<file path="config.mk">
export PLATFORM = sky130hd
export DESIGN_NAME = tennis_rally_controller_flat
export DESIGN_NICKNAME = d
export VERILOG_FILES = /design/src/rtl/tennis_rally_controller_pkg.sv /design/src/rtl/tennis_rally_controller_if.sv /design/src/rtl/tennis_rally_controller_player_swing.sv /design/src/rtl/tennis_rally_controller.sv /design/src/flat_wrapper.sv
export SDC_FILE = /design/constraint.sdc
export NUM_CORES = 1
export LEC_CHECK = 0
export CAP_MARGIN = 0
export CELL_PAD_IN_SITES_DETAIL_PLACEMENT = 1
export CELL_PAD_IN_SITES_GLOBAL_PLACEMENT = 2
export CORE_MARGIN = 3
export CORE_UTILIZATION = 38
export CTS_BUF_LIST = sky130_fd_sc_hd__clkbuf_8
export CTS_CLUSTER_DIAMETER = 150
export DETAILED_ROUTE_END_ITERATION = 7
export GPL_TIMING_DRIVEN = 0
export PLACE_DENSITY_LB_ADDON = 0.1
export SLEW_MARGIN = 20
export SYNTH_ARGS = -nofsm -noshare
export SYNTH_HDL_FRONTEND = slang
export SYNTH_HIERARCHICAL = 1
export SYNTH_SLANG_ARGS = --single-unit
</file>
<file path="constraint.sdc">
create_clock -name clk -period 3.6 [get_ports clk]
set_input_delay 0.72 -clock clk [delete_from_list [all_inputs] [get_ports clk]]
set_output_delay 0.72 -clock clk [all_outputs]
set_load 0.05 [all_outputs]
</file>
<file path="src/rtl/tennis_rally_controller_pkg.sv">
// Shared constants, types and helpers for the tennis rally controller.
package tennis_rally_controller_pkg;

  typedef logic [5:0] pts_t;

  localparam pts_t PTS_0    = 6'd0;
  localparam pts_t PTS_15   = 6'd15;
  localparam pts_t PTS_30   = 6'd30;
  localparam pts_t PTS_40   = 6'd40;
  localparam pts_t PTS_GAME = 6'd45;

  localparam logic DIR_TO_P2 = 1'b0;
  localparam logic DIR_TO_P1 = 1'b1;
  localparam logic SIDE_P1   = 1'b1;
  localparam logic SIDE_P2   = 1'b0;

  typedef enum logic {SEL_P1 = 1'b0, SEL_P2 = 1'b1} hitter_e;

  typedef struct packed {
    pts_t x_pts;
    logic x_adv;
    logic y_adv;
  } award_t;

  // Keep the first (lowest index) three enabled zone switches.
  function automatic logic [4:0] zone_pick(input logic [4:0] sw);
    logic [4:0] z;
    int unsigned n;
    z = '0;
    n = 0;
    for (int i = 0; i < 5; i++) begin
      if (sw[i] && n < 3) begin
        z[i] = 1'b1;
        n++;
      end
    end
    return z;
  endfunction

  // Power is the number of active zone bits (at most three).
  function automatic logic [1:0] zone_power(input logic [4:0] z);
    logic [1:0] p;
    p = '0;
    for (int i = 0; i < 5; i++) begin
      if (z[i]) p = p + 2'd1;
    end
    return p;
  endfunction

  // One point to player X against opponent Y, including deuce/advantage.
  function automatic award_t award_point(input pts_t x, input pts_t y,
                                         input logic x_adv, input logic y_adv);
    award_t r;
    r.x_pts = x;
    r.x_adv = x_adv;
    r.y_adv = y_adv;
    case (x)
      PTS_0:  r.x_pts = PTS_15;
      PTS_15: r.x_pts = PTS_30;
      PTS_30: r.x_pts = PTS_40;
      PTS_40: begin
        if (y != PTS_40)  r.x_pts = PTS_GAME;
        else if (y_adv)   r.y_adv = 1'b0;
        else if (x_adv)   r.x_pts = PTS_GAME;
        else              r.x_adv = 1'b1;
      end
      default: ;
    endcase
    return r;
  endfunction

endpackage

</file>
<file path="src/rtl/tennis_rally_controller_if.sv">
// Board-side bundle: switches, buttons, ball status in; ball commands and score out.
interface tennis_rally_controller_if #(parameter int SCORE_W = 16);
  logic [9:0]         sw;
  logic               p1_btn;
  logic               p2_btn;
  logic               ctrl;
  logic [9:0]         position;
  logic               outside;
  logic               winner;
  logic [1:0]         speed;
  logic               direction;
  logic               halt;
  logic               rstball;
  logic               ball;
  logic [SCORE_W-1:0] p1_score;
  logic [SCORE_W-1:0] p2_score;
  logic               p1_deuce;
  logic               p2_deuce;

  modport master (
    output sw, p1_btn, p2_btn, ctrl, position, outside, winner,
    input  speed, direction, halt, rstball, ball, p1_score, p2_score, p1_deuce, p2_deuce
  );

  modport slave (
    input  sw, p1_btn, p2_btn, ctrl, position, outside, winner,
    output speed, direction, halt, rstball, ball, p1_score, p2_score, p1_deuce, p2_deuce
  );
endinterface

</file>
<file path="src/rtl/tennis_rally_controller_player_swing.sv">
// One player's racket: swing cooldown, zone/power extraction and hit detection.
module player_swing
  import tennis_rally_controller_pkg::*;
#(
  parameter int COOLDOWN = 50000000
) (
  input  logic       clk,
  input  logic       rst_n,
  input  logic       btn_i,
  input  logic       outside_i,
  input  logic       game_over_i,
  input  logic       allow_i,
  input  logic [4:0] zone_sw_i,
  input  logic [4:0] pos_i,
  output logic       hit_o,
  output logic [1:0] power_o,
  output logic       ready_o
);

  localparam int CNT_W = (COOLDOWN > 1) ? $clog2(COOLDOWN) : 1;
  localparam logic [CNT_W-1:0] CNT_LOAD = CNT_W'(COOLDOWN - 1);

  logic             ready_q, ready_d;
  logic [CNT_W-1:0] cnt_q, cnt_d;
  logic [1:0]       pow_q, pow_d;
  logic [4:0]       zone;
  logic             swing;

  // Swing decode, hit test and cooldown down-counter next state.
  always_comb begin
    ready_d = ready_q;
    cnt_d   = cnt_q;
    pow_d   = pow_q;
    zone    = zone_pick(zone_sw_i);
    swing   = ready_q & btn_i & ~outside_i & ~game_over_i;
    hit_o   = swing & allow_i & (|(pos_i & zone));
    if (swing) begin
      ready_d = 1'b0;
      cnt_d   = CNT_LOAD;
      // speed reflects the last successful hit, so misses leave power alone
      if (hit_o) pow_d = zone_power(zone);
    end else if (!ready_q) begin
      if (cnt_q == '0) ready_d = 1'b1;
      else             cnt_d   = cnt_q - 1'b1;
    end
  end

  // State registers.
  always_ff @(posedge clk or negedge rst_n) begin
    if (!rst_n) begin
      ready_q <= 1'b1;
      cnt_q   <= '0;
      pow_q   <= '0;
    end else begin
      ready_q <= ready_d;
      cnt_q   <= cnt_d;
      pow_q   <= pow_d;
    end
  end

  assign power_o = pow_q;
  assign ready_o = ready_q;

endmodule

</file>
<file path="src/rtl/tennis_rally_controller.sv">
// Pong/tennis game core: ball commands from swings, tennis scoring from outs.
module tennis_rally_controller
  import tennis_rally_controller_pkg::*;
#(
  parameter int COOLDOWN = 50000000,
  parameter int SCORE_W  = 16
) (
  input logic                    clk,
  input logic                    rst_n,
  tennis_rally_controller_if.slave bus
);

  logic    halt_q, halt_d;
  logic    dir_q, dir_d;
  logic    ball_q, ball_d;
  logic    rstball_q, rstball_d;
  logic    outside_q;
  pts_t    p1_pts_q, p1_pts_d, p2_pts_q, p2_pts_d;
  logic    p1_adv_q, p1_adv_d, p2_adv_q, p2_adv_d;
  hitter_e sel_q, sel_d;

  logic       game_over;
  logic       p1_hit, p2_hit;
  logic [1:0] p1_pow, p2_pow;
  logic       p1_ready, p2_ready;
  award_t     aw_p1, aw_p2;

  assign game_over = (p1_pts_q == PTS_GAME) || (p2_pts_q == PTS_GAME);
  assign aw_p1     = award_point(p1_pts_q, p2_pts_q, p1_adv_q, p2_adv_q);
  assign aw_p2     = award_point(p2_pts_q, p1_pts_q, p2_adv_q, p1_adv_q);

  player_swing #(.COOLDOWN(COOLDOWN)) u_p1 (
    .clk        (clk),
    .rst_n      (rst_n),
    .btn_i      (bus.p1_btn),
    .outside_i  (bus.outside),
    .game_over_i(game_over),
    .allow_i    (!halt_q || ball_q == SIDE_P1),
    .zone_sw_i  (bus.sw[4:0]),
    .pos_i      (bus.position[4:0]),
    .hit_o      (p1_hit),
    .power_o    (p1_pow),
    .ready_o    (p1_ready)
  );

  player_swing #(.COOLDOWN(COOLDOWN)) u_p2 (
    .clk        (clk),
    .rst_n      (rst_n),
    .btn_i      (bus.p2_btn),
    .outside_i  (bus.outside),
    .game_over_i(game_over),
    .allow_i    (!halt_q || ball_q == SIDE_P2),
    .zone_sw_i  (bus.sw[9:5]),
    .pos_i      (bus.position[9:5]),
    .hit_o      (p2_hit),
    .power_o    (p2_pow),
    .ready_o    (p2_ready)
  );

  // Out handling first, then new-game request, then hits (P2 applied last).
  always_comb begin
    halt_d    = halt_q;
    dir_d     = dir_q;
    ball_d    = ball_q;
    rstball_d = 1'b0;
    p1_pts_d  = p1_pts_q;
    p2_pts_d  = p2_pts_q;
    p1_adv_d  = p1_adv_q;
    p2_adv_d  = p2_adv_q;
    sel_d     = sel_q;
    if (bus.outside) begin
      halt_d    = 1'b1;
      rstball_d = 1'b1;
      if (!outside_q) begin
        if (bus.winner) begin
          ball_d = SIDE_P1;
          dir_d  = DIR_TO_P2;
          if (!game_over) begin
            p1_pts_d = aw_p1.x_pts;
            p1_adv_d = aw_p1.x_adv;
            p2_adv_d = aw_p1.y_adv;
          end
        end else begin
          ball_d = SIDE_P2;
          dir_d  = DIR_TO_P1;
          if (!game_over) begin
            p2_pts_d = aw_p2.x_pts;
            p2_adv_d = aw_p2.x_adv;
            p1_adv_d = aw_p2.y_adv;
          end
        end
      end
    end else if (game_over && bus.ctrl) begin
      p1_pts_d  = PTS_0;
      p2_pts_d  = PTS_0;
      p1_adv_d  = 1'b0;
      p2_adv_d  = 1'b0;
      dir_d     = DIR_TO_P2;
      ball_d    = SIDE_P1;
      halt_d    = 1'b1;
      rstball_d = 1'b1;
    end else begin
      if (p1_hit) begin
        halt_d = 1'b0;
        sel_d  = SEL_P1;
        dir_d  = DIR_TO_P2;
      end
      if (p2_hit) begin
        halt_d = 1'b0;
        sel_d  = SEL_P2;
        dir_d  = DIR_TO_P1;
      end
    end
  end

  // State registers.
  always_ff @(posedge clk or negedge rst_n) begin
    if (!rst_n) begin
      halt_q    <= 1'b1;
      dir_q     <= DIR_TO_P2;
      ball_q    <= SIDE_P1;
      rstball_q <= 1'b0;
      outside_q <= 1'b0;
      p1_pts_q  <= PTS_0;
      p2_pts_q  <= PTS_0;
      p1_adv_q  <= 1'b0;
      p2_adv_q  <= 1'b0;
      sel_q     <= SEL_P1;
    end else begin
      halt_q    <= halt_d;
      dir_q     <= dir_d;
      ball_q    <= ball_d;
      rstball_q <= rstball_d;
      outside_q <= bus.outside;
      p1_pts_q  <= p1_pts_d;
      p2_pts_q  <= p2_pts_d;
      p1_adv_q  <= p1_adv_d;
      p2_adv_q  <= p2_adv_d;
      sel_q     <= sel_d;
    end
  end

  assign bus.speed     = (sel_q == SEL_P2) ? p2_pow : p1_pow;
  assign bus.direction = dir_q;
  assign bus.halt      = halt_q;
  assign bus.rstball   = rstball_q;
  assign bus.ball      = ball_q;
  assign bus.p1_score  = SCORE_W'(p1_pts_q);
  assign bus.p2_score  = SCORE_W'(p2_pts_q);
  assign bus.p1_deuce  = p1_adv_q;
  assign bus.p2_deuce  = p2_adv_q;

endmodule

</file>
<file path="src/flat_wrapper.sv">
// flat-port wrapper written by rule: the top's interface ports become plain ports
module tennis_rally_controller_flat import tennis_rally_controller_pkg::*;
#(
  parameter int COOLDOWN = 50000000,
  parameter int SCORE_W  = 16
)
  (clk, rst_n, bus_sw, bus_p1_btn, bus_p2_btn, bus_ctrl, bus_position, bus_outside, bus_winner, bus_speed, bus_direction, bus_halt, bus_rstball, bus_ball, bus_p1_score, bus_p2_score, bus_p1_deuce, bus_p2_deuce);
  tennis_rally_controller_if #(.SCORE_W(SCORE_W)) bus_i ();
  input logic clk;
  input logic rst_n;
  input wire logic [$bits(bus_i.sw)-1:0] bus_sw;
  input wire logic [$bits(bus_i.p1_btn)-1:0] bus_p1_btn;
  input wire logic [$bits(bus_i.p2_btn)-1:0] bus_p2_btn;
  input wire logic [$bits(bus_i.ctrl)-1:0] bus_ctrl;
  input wire logic [$bits(bus_i.position)-1:0] bus_position;
  input wire logic [$bits(bus_i.outside)-1:0] bus_outside;
  input wire logic [$bits(bus_i.winner)-1:0] bus_winner;
  output wire logic [$bits(bus_i.speed)-1:0] bus_speed;
  output wire logic [$bits(bus_i.direction)-1:0] bus_direction;
  output wire logic [$bits(bus_i.halt)-1:0] bus_halt;
  output wire logic [$bits(bus_i.rstball)-1:0] bus_rstball;
  output wire logic [$bits(bus_i.ball)-1:0] bus_ball;
  output wire logic [$bits(bus_i.p1_score)-1:0] bus_p1_score;
  output wire logic [$bits(bus_i.p2_score)-1:0] bus_p2_score;
  output wire logic [$bits(bus_i.p1_deuce)-1:0] bus_p1_deuce;
  output wire logic [$bits(bus_i.p2_deuce)-1:0] bus_p2_deuce;
  assign bus_i.sw = bus_sw;
  assign bus_i.p1_btn = bus_p1_btn;
  assign bus_i.p2_btn = bus_p2_btn;
  assign bus_i.ctrl = bus_ctrl;
  assign bus_i.position = bus_position;
  assign bus_i.outside = bus_outside;
  assign bus_i.winner = bus_winner;
  assign bus_speed = bus_i.speed;
  assign bus_direction = bus_i.direction;
  assign bus_halt = bus_i.halt;
  assign bus_rstball = bus_i.rstball;
  assign bus_ball = bus_i.ball;
  assign bus_p1_score = bus_i.p1_score;
  assign bus_p2_score = bus_i.p2_score;
  assign bus_p1_deuce = bus_i.p1_deuce;
  assign bus_p2_deuce = bus_i.p2_deuce;
  tennis_rally_controller #(.COOLDOWN(COOLDOWN), .SCORE_W(SCORE_W)) u_core (.clk(clk), .rst_n(rst_n), .bus(bus_i));
endmodule
</file>
==> results of run 1 <==
## power by group
part	total, mW	switching (mW)	internal, mW	leakage, nW
Combinational	1.03	0.617	0.411	1.40
Clock	0.594	0.349	0.245	0.0862
Sequential	1.26	0.209	1.05	0.876
Total	2.88	1.17	1.70	2.36
## flip-flops by register name, indices dropped and copies added (netlist names)
register / count
u_core/bus.ball: 1
u_core/u_p1/ready_o: 1
u_core/bus.direction: 1
u_core/sel_q: 1
u_core/p1_pts_q: 6
u_core/u_p2/ready_o: 1
u_core/bus.p2_deuce: 1
u_core/bus.rstball: 1
u_core/outside_q: 1
u_core/u_p1/power_o: 2
u_core/p2_pts_q: 6
u_core/u_p2/power_o: 2
u_core/bus.halt: 1
u_core/bus.p1_deuce: 1
u_core/u_p1/cnt_q: 26
u_core/u_p2/cnt_q: 26
## worst max path at each step
stage	startpoint	to	slack, ns	cells past startpoint
detailed placement	bus_sw[0]	u_core/u_p1/power_o[1]	-0.93	16
global route	bus_sw[7]	u_core/u_p2/power_o[1]	0.11	16
finish	bus_sw[7]	u_core/u_p2/power_o[1]	0.28	16
floorplan	bus_sw[5]	u_core/bus.direction	0.22	17
CTS	bus_sw[6]	u_core/bus.direction	0.01	19
global placement	rst_n	u_core/u_p2/cnt_q[6]	-1.22	1
## metal layers
layer | vias to the layer above | global-route usage (%)
li1 | 2112 | -
met1 | 2147 | 24.47
met2 | 59 | 33.83
met3 | 12 | 3.864
met4 | 0 | 5.369
met5 | - | 0
## critical path, cell delays in order
cell and delay, ns:
sky130_fd_sc_hd__clkdlybuf4s50_1 0.57, sky130_fd_sc_hd__nand3b_1 0.14, sky130_fd_sc_hd__o21ai_2 0.10, sky130_fd_sc_hd__inv_1 0.09
sky130_fd_sc_hd__ha_1 0.21, sky130_fd_sc_hd__inv_1 0.05, sky130_fd_sc_hd__ha_1 0.17, sky130_fd_sc_hd__nand2_2 0.10
sky130_fd_sc_hd__nor2_1 0.12, sky130_fd_sc_hd__a31oi_1 0.07, sky130_fd_sc_hd__ha_1 0.20, sky130_fd_sc_hd__nor2b_2 0.17
sky130_fd_sc_hd__nand3_2 0.12, sky130_fd_sc_hd__a31oi_4 0.27, sky130_fd_sc_hd__buf_4 0.16, sky130_fd_sc_hd__mux2_2 0.32
## cells by family (layout without fill, tap and decap cells)
family | count (synthesis) | in the layout
flip-flops | 78 | 78
other | 3 | 22
buffers and inverters | 68 | 138
AO/OA/AOI/OAI | 107 | 107
adder cells (fa/ha/maj) | 12 | 12
multiplexers | 23 | 23
XOR/XNOR | 12 | 12
AND/OR/NAND/NOR | 226 | 226
## timing repair
item,in CTS,in global routing
endpoints found under the setup margin,7,7
buffers inserted,3,4
gates resized for setup,14,14
pin swaps,2,4
## metrics by stage
stage                     hold WS (ns)  instances  util, %
after CTS                       0.3240        782    48.04
after global placement          0.4581        762    45.88
after floorplan                 0.4244        548        -
final                           0.3164        786    48.64
after detailed placement        0.4692        763    46.02
after global routing            0.3435        786    48.64
## cells in the final DEF, fill, tap and decap left out, types with 8 or more instances in the layout
cell / n
sky130_fd_sc_hd__clkbuf_8: 9
sky130_fd_sc_hd__clkbuf_1: 8
sky130_fd_sc_hd__nor4_1: 12
sky130_fd_sc_hd__mux2_2: 10
sky130_fd_sc_hd__a211oi_1: 15
sky130_fd_sc_hd__nand2_1: 35
sky130_fd_sc_hd__buf_4: 28
sky130_fd_sc_hd__a21oi_1: 15
sky130_fd_sc_hd__nand4_1: 9
sky130_fd_sc_hd__ha_1: 9
sky130_fd_sc_hd__nor2_1: 37
sky130_fd_sc_hd__conb_1: 22
sky130_fd_sc_hd__o21ai_0: 15
sky130_fd_sc_hd__a31oi_1: 10
sky130_fd_sc_hd__inv_1: 27
sky130_fd_sc_hd__nand3_1: 22
sky130_fd_sc_hd__nor3_1: 26
sky130_fd_sc_hd__mux2i_1: 12
sky130_fd_sc_hd__dfrtp_1: 74
sky130_fd_sc_hd__clkdlybuf4s50_1: 41
sky130_fd_sc_hd__or3_1: 14
## area by class of cell
type	instances	share of cell area [%]
sequential	78	32.54
inverter	29	1.810
buffer	39	4.536
clock inverter	7	0.7074
tap	168	3.496
timing repair buffer	54	8.989
clock buffer	9	2.060
multi-input combinational	402	45.86
==> flow_results.org, run 1 <==
** Synth
- Multiplexer area fraction after synthesis :: under 10%
- Summing the areas of all compound-gate instances in the mapped netlist gives between 15 and 20% of the synthesized area.
- Cell with the most instances after synthesis :: sky130_fd_sc_hd__dfrtp_1
- The mapped netlist covers approximately 5000 sq um.
- Post-synthesis average cell area :: ~9.3 sq um
- Synth warnings :: 6
- By area, the combinational part of the netlist is dominated by simple AND/OR/NAND/NOR gates.
- Post-synthesis share of cell area spent on xor and xnor gates :: between 2 and 2.5%
- Post-synthesis simple-gate area fraction :: between 20% and 30%
- Summing the areas of all fa, ha and maj instances in the mapped netlist gives under 10% of the synthesized area.
- Share of the yosys chip area belonging to registers :: around two fifths
- Synthesis inferred 78 register bits.
- Share of Yosys cell area claimed by the top area cell type :: 37.56%
- Synthesis handed over a netlist of between 500 and 600 instances.
- Cell type with the largest total area after synthesis :: sky130_fd_sc_hd__dfrtp_1
- After synthesis, the cell types taking the most area are sky130_fd_sc_hd__dfrtp_1 38%, sky130_fd_sc_hd__buf_4 3.0%, sky130_fd_sc_hd__ha_1 3.0%, sky130_fd_sc_hd__nand2_1 2.8%, sky130_fd_sc_hd__nor2_1 2.8%.
- Commonest cells in the synthesized netlist :: 74 x sky130_fd_sc_hd__dfrtp_1, 37 x sky130_fd_sc_hd__nand2_1, 37 x sky130_fd_sc_hd__nor2_1
- Predominant post-synthesis flop cell :: sky130_fd_sc_hd__dfrtp_1
- For this run, asynchronously set or reset flops after synthesis account for 100.0%.
- Counting flops with a built-in enable in the synthesized netlist gives 0.
- Synth unique cells :: 67

** Cells and area
- Synthesis-to-layout area growth :: 21.98%
- Area of the multi-input gates :: between 2000 and 3000 sq um
- Layout Nets :: about 650
- Cells with a size suffix above 1 make up between 10% and 20% of the layout.
- The layout has 1465 filler cells.
- Summing all non-filler instances in the final layout gives an area of 6013 sq um.
- The sequential cells in the finished layout cover a total of between 1500 and 2000 sq um.
- The number of antenna diodes in the final layout is 0.

** Pwr
- The design draws between 2 and 3 mW.
- In this run the static leakage power is 2.363 nW.
- Peak VDD IR :: about 0.4 mV
- Power per Cell Area :: ~480 nW/um^2

** Route
- Router iterations before antenna repair :: 4
- Via/cell ratio :: between 5 and 6
- After detailed routing, the number of remaining DRC violations is 0.
- After the first detailed-routing iteration, the DRC count stood at slightly below 200.
- Met3 routed wirelength :: around 370 um
- Total wirelength of the detailed-routed design :: between 10000 and 15000 um
- Highest metal layer with signal wires :: met4
- Wire segments on met2 add up to around 6600 um in the final route.
- After detailed routing, the wire length on met1 is ~6200 um.
- Routed Antenna Nets :: 0
- Average routed wire per standard cell :: 16.89 um
- For this block, the via count after detailed routing is between 4000 and 5000.

** Clock network
- CTS clock-pin slew for the worst setup and hold paths :: about 0.090 ns
- In this run the clock root is driven by a sky130_fd_sc_hd__clkbuf_8.
- In this run, post-CTS hold repair placed 0 buffers.
- H-tree Lvls :: 3
- Number of clock buffers inserted by TritonCTS :: 9
- For this design, the sink count on the clock tree is a little under 80.
- Insertion delay of the later-clocked pin in the worst-skew pair :: 0.38 ns
- The longest clock path from root to sink contains 2 buffers.
- CTS tree :: built

** GRT
- In the global route stage, overall resource usage came out at 19.42%.
- The number of global-route vias before repair was approximately 4600.
- Residual overflow from global routing :: 0
- The initial antenna violation count came to 0.
- Global-route wire length before repair :: ~23000 um
- Maximum number of pins on one net before global-route repair :: 42

** Timing
- Aggregate negative setup slack :: 0 ns
- Clock tree skew after final layout :: between 0.01 and 0.015 ns
- Setup repair after global routing left no endpoint under its margin.
- Count of final hold-check violations :: 0
- For this run, the top clock speed supported by timing is about 300 MHz.
- The worst pin sits at a relative slew slack of 47.96%.
- Setup violations remaining at the end of the flow were counted as 0.
- Count of pins over their slew limit :: 0
- After layout, the worst path uses between 90% and 100% of the clock period.
- Least-Margin Pin Slew :: roughly 0.77 ns
- Worst-case setup margin in the final layout :: ~0.28 ns
- Shortest period the worst path allows :: ~3.3 ns

** Critical path
- Arrival time at the worst endpoint :: approximately 3.6 ns
- The startpoint identified for the worst register-to-register timing path is u_core/p2_pts_q[5].
- Number of cell instances on the worst register-to-register path :: 10
- The endpoint identified for the worst register-to-register timing path is u_core/u_p2/power_o[1].
- Largest fanout on the critical path :: 5
- Required time of the worst setup path :: between 3 and 4 ns
- Worst R2R Setup Slack :: approximately 0.74 ns
- The worst setup path is launched from an input pin.
- Nature of the critical path endpoint :: flop
- Critical path class :: input pin to flop

** Die
- The die is approximately 120 um tall.
- The die covers between 10000 and 15000 sq um.
- The initialized floorplan defines 40 standard-cell rows.
- For this design the top-level I/O count stands at between 60 and 70.
- After floorplanning, the core was sized to cover roughly 12000 sq um.
- For this configuration, the core starts out at a cell density of 39.88%.
- Measured along the x axis, the die boundary spans 119.9 um.

** Min path
- Worst hold-check path type :: input pin to async pin

** Job
- Across the run, the number of max-cap violations was 0.

** Place
- Port buffering added 46 buffers.
- The wire-length estimate of the detail-placed layout is between 9000 and 10000 um.
- Post-detailed-placement cell area :: 5689 sq um
- OpenSTA, run right after detailed placement, puts the worst setup slack at -0.9261 ns.
- Routability-driven placement finished with a final weighted congestion of just over 0.8.

** Status
- The run finished with clean final reports.
Power figures use the tool's default switching activity.
==> inputs of run 2 (changes only) <==
--- a/config.mk
+++ b/config.mk
@@ -5,11 +5,12 @@
 export SDC_FILE = /design/constraint.sdc
 export NUM_CORES = 1
 export LEC_CHECK = 0
+export ABC_AREA = 1
 export CAP_MARGIN = 0
 export CELL_PAD_IN_SITES_DETAIL_PLACEMENT = 1
 export CELL_PAD_IN_SITES_GLOBAL_PLACEMENT = 2
 export CORE_MARGIN = 3
-export CORE_UTILIZATION = 38
+export CORE_UTILIZATION = 35
 export CTS_BUF_LIST = sky130_fd_sc_hd__clkbuf_8
 export CTS_CLUSTER_DIAMETER = 150
 export DETAILED_ROUTE_END_ITERATION = 7
==> flow_results.org, run 2 <==
** Critical path
- Along the worst path, the maximum fanout reaches 4.
- Number of cell instances on the worst register-to-register path :: 13
- The critical path is of the input pin to flop type.
- Crit start category :: input pin
- At the worst endpoint, the required time is 3.87 ns.
- Worst R2R Setup Slack :: 1.11 ns
- STA puts the critical path data arrival time at between 3 and 4 ns.
- STA classifies the critical path endpoint as a flop.
- The endpoint identified for the worst register-to-register timing path is u_core/sel_q.
- Worst r2r src :: u_core/p2_pts_q[3]

** Timing
- Finish-stage setup viols :: 0
- Crit share post-route :: slightly below 90%
- The hold violation total from the final report was 0.
- RSZ-0062 raised after global routing :: no
- Count of pins over their slew limit :: 0
- Least-Margin Pin Slew :: ~0.63 ns
- Shortest period the worst path allows :: around 3.2 ns
- Final hold analysis gives a worst-case slack of approximately 0.36 ns.
- Headroom to the max-slew limit :: just under 60%
- For the final database, setup skew stands at 0.01261 ns.
- Maximum clock frequency :: 315.7 MHz

** Synth
- Mapped Cells :: 885
- Synth warnings :: 6
- Count of flip-flops with a built-in enable after synthesis :: 0
- Post-synthesis simple-gate area fraction :: 49.51%
- The synthesized netlist devotes between 3 and 4% of its cell area to compound gates.
- Fraction of registers with async set/reset :: 100.0%
- Post-synthesis share of cell area spent on xor and xnor gates :: 1.204%
- Dominant combinational cell family by area after synthesis :: simple AND/OR/NAND/NOR gates
- Cell with the most instances after synthesis :: sky130_fd_sc_hd__nand2_1
- Predominant post-synthesis flop cell :: sky130_fd_sc_hd__dfrtp_1
- The synthesized design contains 78 register bits.
- The mapped netlist covers approximately 5800 sq um.
- Summed over its instances, the top area cell type makes up a little under a third of the synthesized netlist area.
- Summing the areas of all fa, ha and maj instances in the mapped netlist gives approximately 2.6% of the synthesized area.
- Summed over all instances, the cell type with the most area after synthesis is sky130_fd_sc_hd__dfrtp_1.
- Of the post-synthesis cell area, the part taken by muxes is 0%.
- Commonest cells in the synthesized netlist :: 337 x sky130_fd_sc_hd__nand2_1, 116 x sky130_fd_sc_hd__nor2_1, 93 x sky130_fd_sc_hd__nand3_1
- In this run, distinct cell masters in the synthesized netlist total 32.
- Synth area leaders :: sky130_fd_sc_hd__dfrtp_1 32%, sky130_fd_sc_hd__nand2_1 22%, sky130_fd_sc_hd__nand3_1 8.0%, sky130_fd_sc_hd__nor2_1 7.5%, sky130_fd_sc_hd__inv_1 4.8%
- Post-synthesis average cell area :: roughly 6.6 sq um
- The share of the Yosys chip area taken by registers is 33.62%.

** Clock network
- TritonCTS built the clock tree.
- Post-CTS Hold Buffers :: 0
- H-tree Lvls :: 3
- CTS clock-pin slew for the worst setup and hold paths :: about 0.090 ns
- Insertion delay of the later-clocked pin in the worst-skew pair :: roughly 0.38 ns
- The clock passes through at most 2 buffers.
- The root buffer cell chosen for the clock tree is sky130_fd_sc_hd__clkbuf_8.
- For this design, the sink count on the clock tree is just under 80.
- Number of clock buffers inserted by TritonCTS :: 9

** Route
- Total wirelength of the detailed-routed design :: 17820 um
- Final routed DRC violation total :: 0
- Average routed wire per standard cell :: approximately 15 um
- In the routed layout, each cell is associated on average with a via count of between 4 and 5.
- Via count of the routed design :: between 5000 and 6000
- In this run, the number of DRC markers left after iteration 0 of detailed routing was 246.
- Routed Antenna Nets :: 0
- Router iterations before antenna repair :: 4

** Die
- Initial core utilization :: a little over a third
- Std cell rows :: 46
- Die extent in x :: about 130 um
- The floorplan step defined a die boundary enclosing between 15000 and 20000 sq um.
- In this run the count of I/O pins placed on the die edge is 67.
- After floorplanning, the core was sized to cover ~16000 sq um.
- Y dimension of the die :: roughly 130 um

** GRT
- The initial antenna violation count came to 1.
- Maximum number of pins on one net before global-route repair :: 45
- The first global-routing pass estimated ~29000 um of wire.
- In the global route stage, overall resource usage came out at between 20% and 30%.
- The number of global-route vias before repair came to 6030.
- Summed over all layers, the global routing overflow is 0.

** Cells and area
- The largest registers in the layout are u_core/u_p1/cnt_q: 26 flops, u_core/u_p2/cnt_q: 26 flops.
- Leaving out fill and tap cells, the most frequent cells in the layout are 332 x sky130_fd_sc_hd__nand2_1, 115 x sky130_fd_sc_hd__nor2_1, 91 x sky130_fd_sc_hd__nand3_1.
- The final layout contains roughly 1000 nets.
- In the final layout, the multi-input gates occupy between 3000 and 4000 sq um.
- Fraction of final layout cells with drive strength greater than 1 :: between 10 and 15%
- The library cell used most frequently in the layout, excluding fill and tap cells, is sky130_fd_sc_hd__nand2_1.
- Across the whole layout, storage elements account for slightly below 2000 sq um.
- Relative to the synthesized area, the layout overhead comes to 19.58%.
- The filler cells instantiated in the layout total 2051.
- Count of antenna diodes in the layout :: 0
- Cells fill between 40% and 50% of the core in the end.

** Status
- Status :: finished, final reports clean

** Pwr
- The internal portion of the total power is 2.398 mW.
- Switching share of power :: 48.67%
- Leak Pwr :: around 3.8 nW
- Peak VDD IR :: 0.3150 mV
- Per report_power, the clock group accounts for ~17% of the total.
- Logic pwr share :: approximately 48%
- Dividing total power by cell area gives a power density of 671.2 nW/um^2.
- Sequential Power Share :: a little over a third
- The analysis attributes to net switching a power of around 2.3 mW.

** Place
- Detailed placement finished with a half-perimeter wire length of 13640 um.
- Port buffering added 46 buffers.
- Weighted congestion at the end of routability-driven global placement :: ~0.83

** Min path
- Worst hold-check path type :: input pin to async pin

** Job
- Max-capacitance violation count :: 0
## run 2: changes by cell type after synthesis, sizes merged, moves of 15 or more
cell / delta
a211oi: -15
inv: +50
nand2: +316
nand3: +72
nand4: +26
nor2: +100
nor3: -29
## run 2: metal layers
layer / track usage [%] / part of all wire [%] / vias to the layer above
li1: - / - / 2909
met1: 26.05 / 46 / 2773
met3: 2.943 / 3.8 / 18
met5: 0 / 0.073 / -
met2: 34.66 / 48 / 86
met4: 6.103 / 1.5 / 2
## run 2: cell families (layout without fill, tap and decap cells)
| group | count (synthesis) | in the layout |
|---|---|---|
| simple gates | 640 | 640 |
| buf+inv | 115 | 182 |
| flops | 78 | 78 |
| compound gates | 29 | 29 |
| fa+ha+maj | 12 | 12 |
| xor+xnor | 8 | 8 |
| other cells | 3 | 22 |
## run 2: worst max-delay path, cell delays in order
cell	delay, ns
sky130_fd_sc_hd__clkdlybuf4s50_1	0.52
sky130_fd_sc_hd__inv_1	0.07
sky130_fd_sc_hd__o21ai_1	0.19
sky130_fd_sc_hd__nand2_1	0.13
sky130_fd_sc_hd__ha_1	0.22
sky130_fd_sc_hd__inv_1	0.05
sky130_fd_sc_hd__ha_1	0.13
sky130_fd_sc_hd__nand2_1	0.08
sky130_fd_sc_hd__inv_2	0.08
sky130_fd_sc_hd__nand3_1	0.10
sky130_fd_sc_hd__nand2_2	0.11
sky130_fd_sc_hd__ha_1	0.14
sky130_fd_sc_hd__inv_1	0.05
sky130_fd_sc_hd__nand4_1	0.09
sky130_fd_sc_hd__nand3_2	0.09
sky130_fd_sc_hd__nand2_2	0.11
sky130_fd_sc_hd__inv_2	0.08
sky130_fd_sc_hd__nor2_4	0.12
sky130_fd_sc_hd__inv_1	0.06
sky130_fd_sc_hd__o21ai_2	0.14
sky130_fd_sc_hd__inv_1	0.05
sky130_fd_sc_hd__nand2_1	0.06
sky130_fd_sc_hd__nand2_1	0.05
## run 2: repair_timing
action | in CTS | in global routing
gates resized for setup | 6 | 17
pin swaps | 0 | 4
endpoints found under the hold margin | 0 | 0
setup buffers | 0 | 4
setup endpoints to repair | 1 | 3
## run 2: per-stage QoR
| stage | cell area, sq um | setup TNS (ns) | power, mW | setup WS [ns] | cells |
|---|---|---|---|---|---|
| CTS | 6878 | 0 | 4.714 | 0.006119 | 1183 |
| detailed placement | 6640 | -1.321 | 3.894 | -0.5934 | 1167 |
| global route | 6960 | 0 | 5.118 | 0.1898 | 1187 |
| finish | 6960 | 0 | 4.672 | 0.4329 | 1187 |
| global placement | 6623 | -98.11 | 3.764 | -1.307 | 1166 |
| floorplan | 5892 | 0 | 3.202 | 0.4848 | 904 |
## run 2: final cells by class
class,count,area share (%)
repair buffers,51,7.442
flip-flops and latches,78,28.11
clock inverters,5,1.079
clock buffers,11,2.175
inverters,79,4.260
multi-input cells,711,49.27
well taps,216,3.883
plain buffers,36,3.775
## run 2: worst max-delay path by stage
stage / start / end / slack (ns)
4_1_cts: bus_sw[0] / u_core/bus.direction / 0.006
6_report: bus_sw[7] / u_core/bus.direction / 0.43
5_1_grt: bus_sw[7] / u_core/bus.direction / 0.19
3_5_place_dp: bus_sw[5] / u_core/bus.direction / -0.59
2_1_floorplan: bus_sw[0] / u_core/bus.direction / 0.48
3_3_place_gp: rst_n / u_core/u_p1/cnt_q[12] / -1.31
## run 2: power groups by stage
| stage | Clock, mW | Combinational [mW] | Sequential, mW |
|---|---|---|---|
| floorplan | 0 | 1.56 | 1.64 |
| global placement | 0 | 2.14 | 1.62 |
| detailed placement | 0 | 2.25 | 1.65 |
| CTS | 0.817 | 2.27 | 1.63 |
| global route | 0.852 | 2.57 | 1.69 |
| finish | 0.785 | 2.26 | 1.63 |
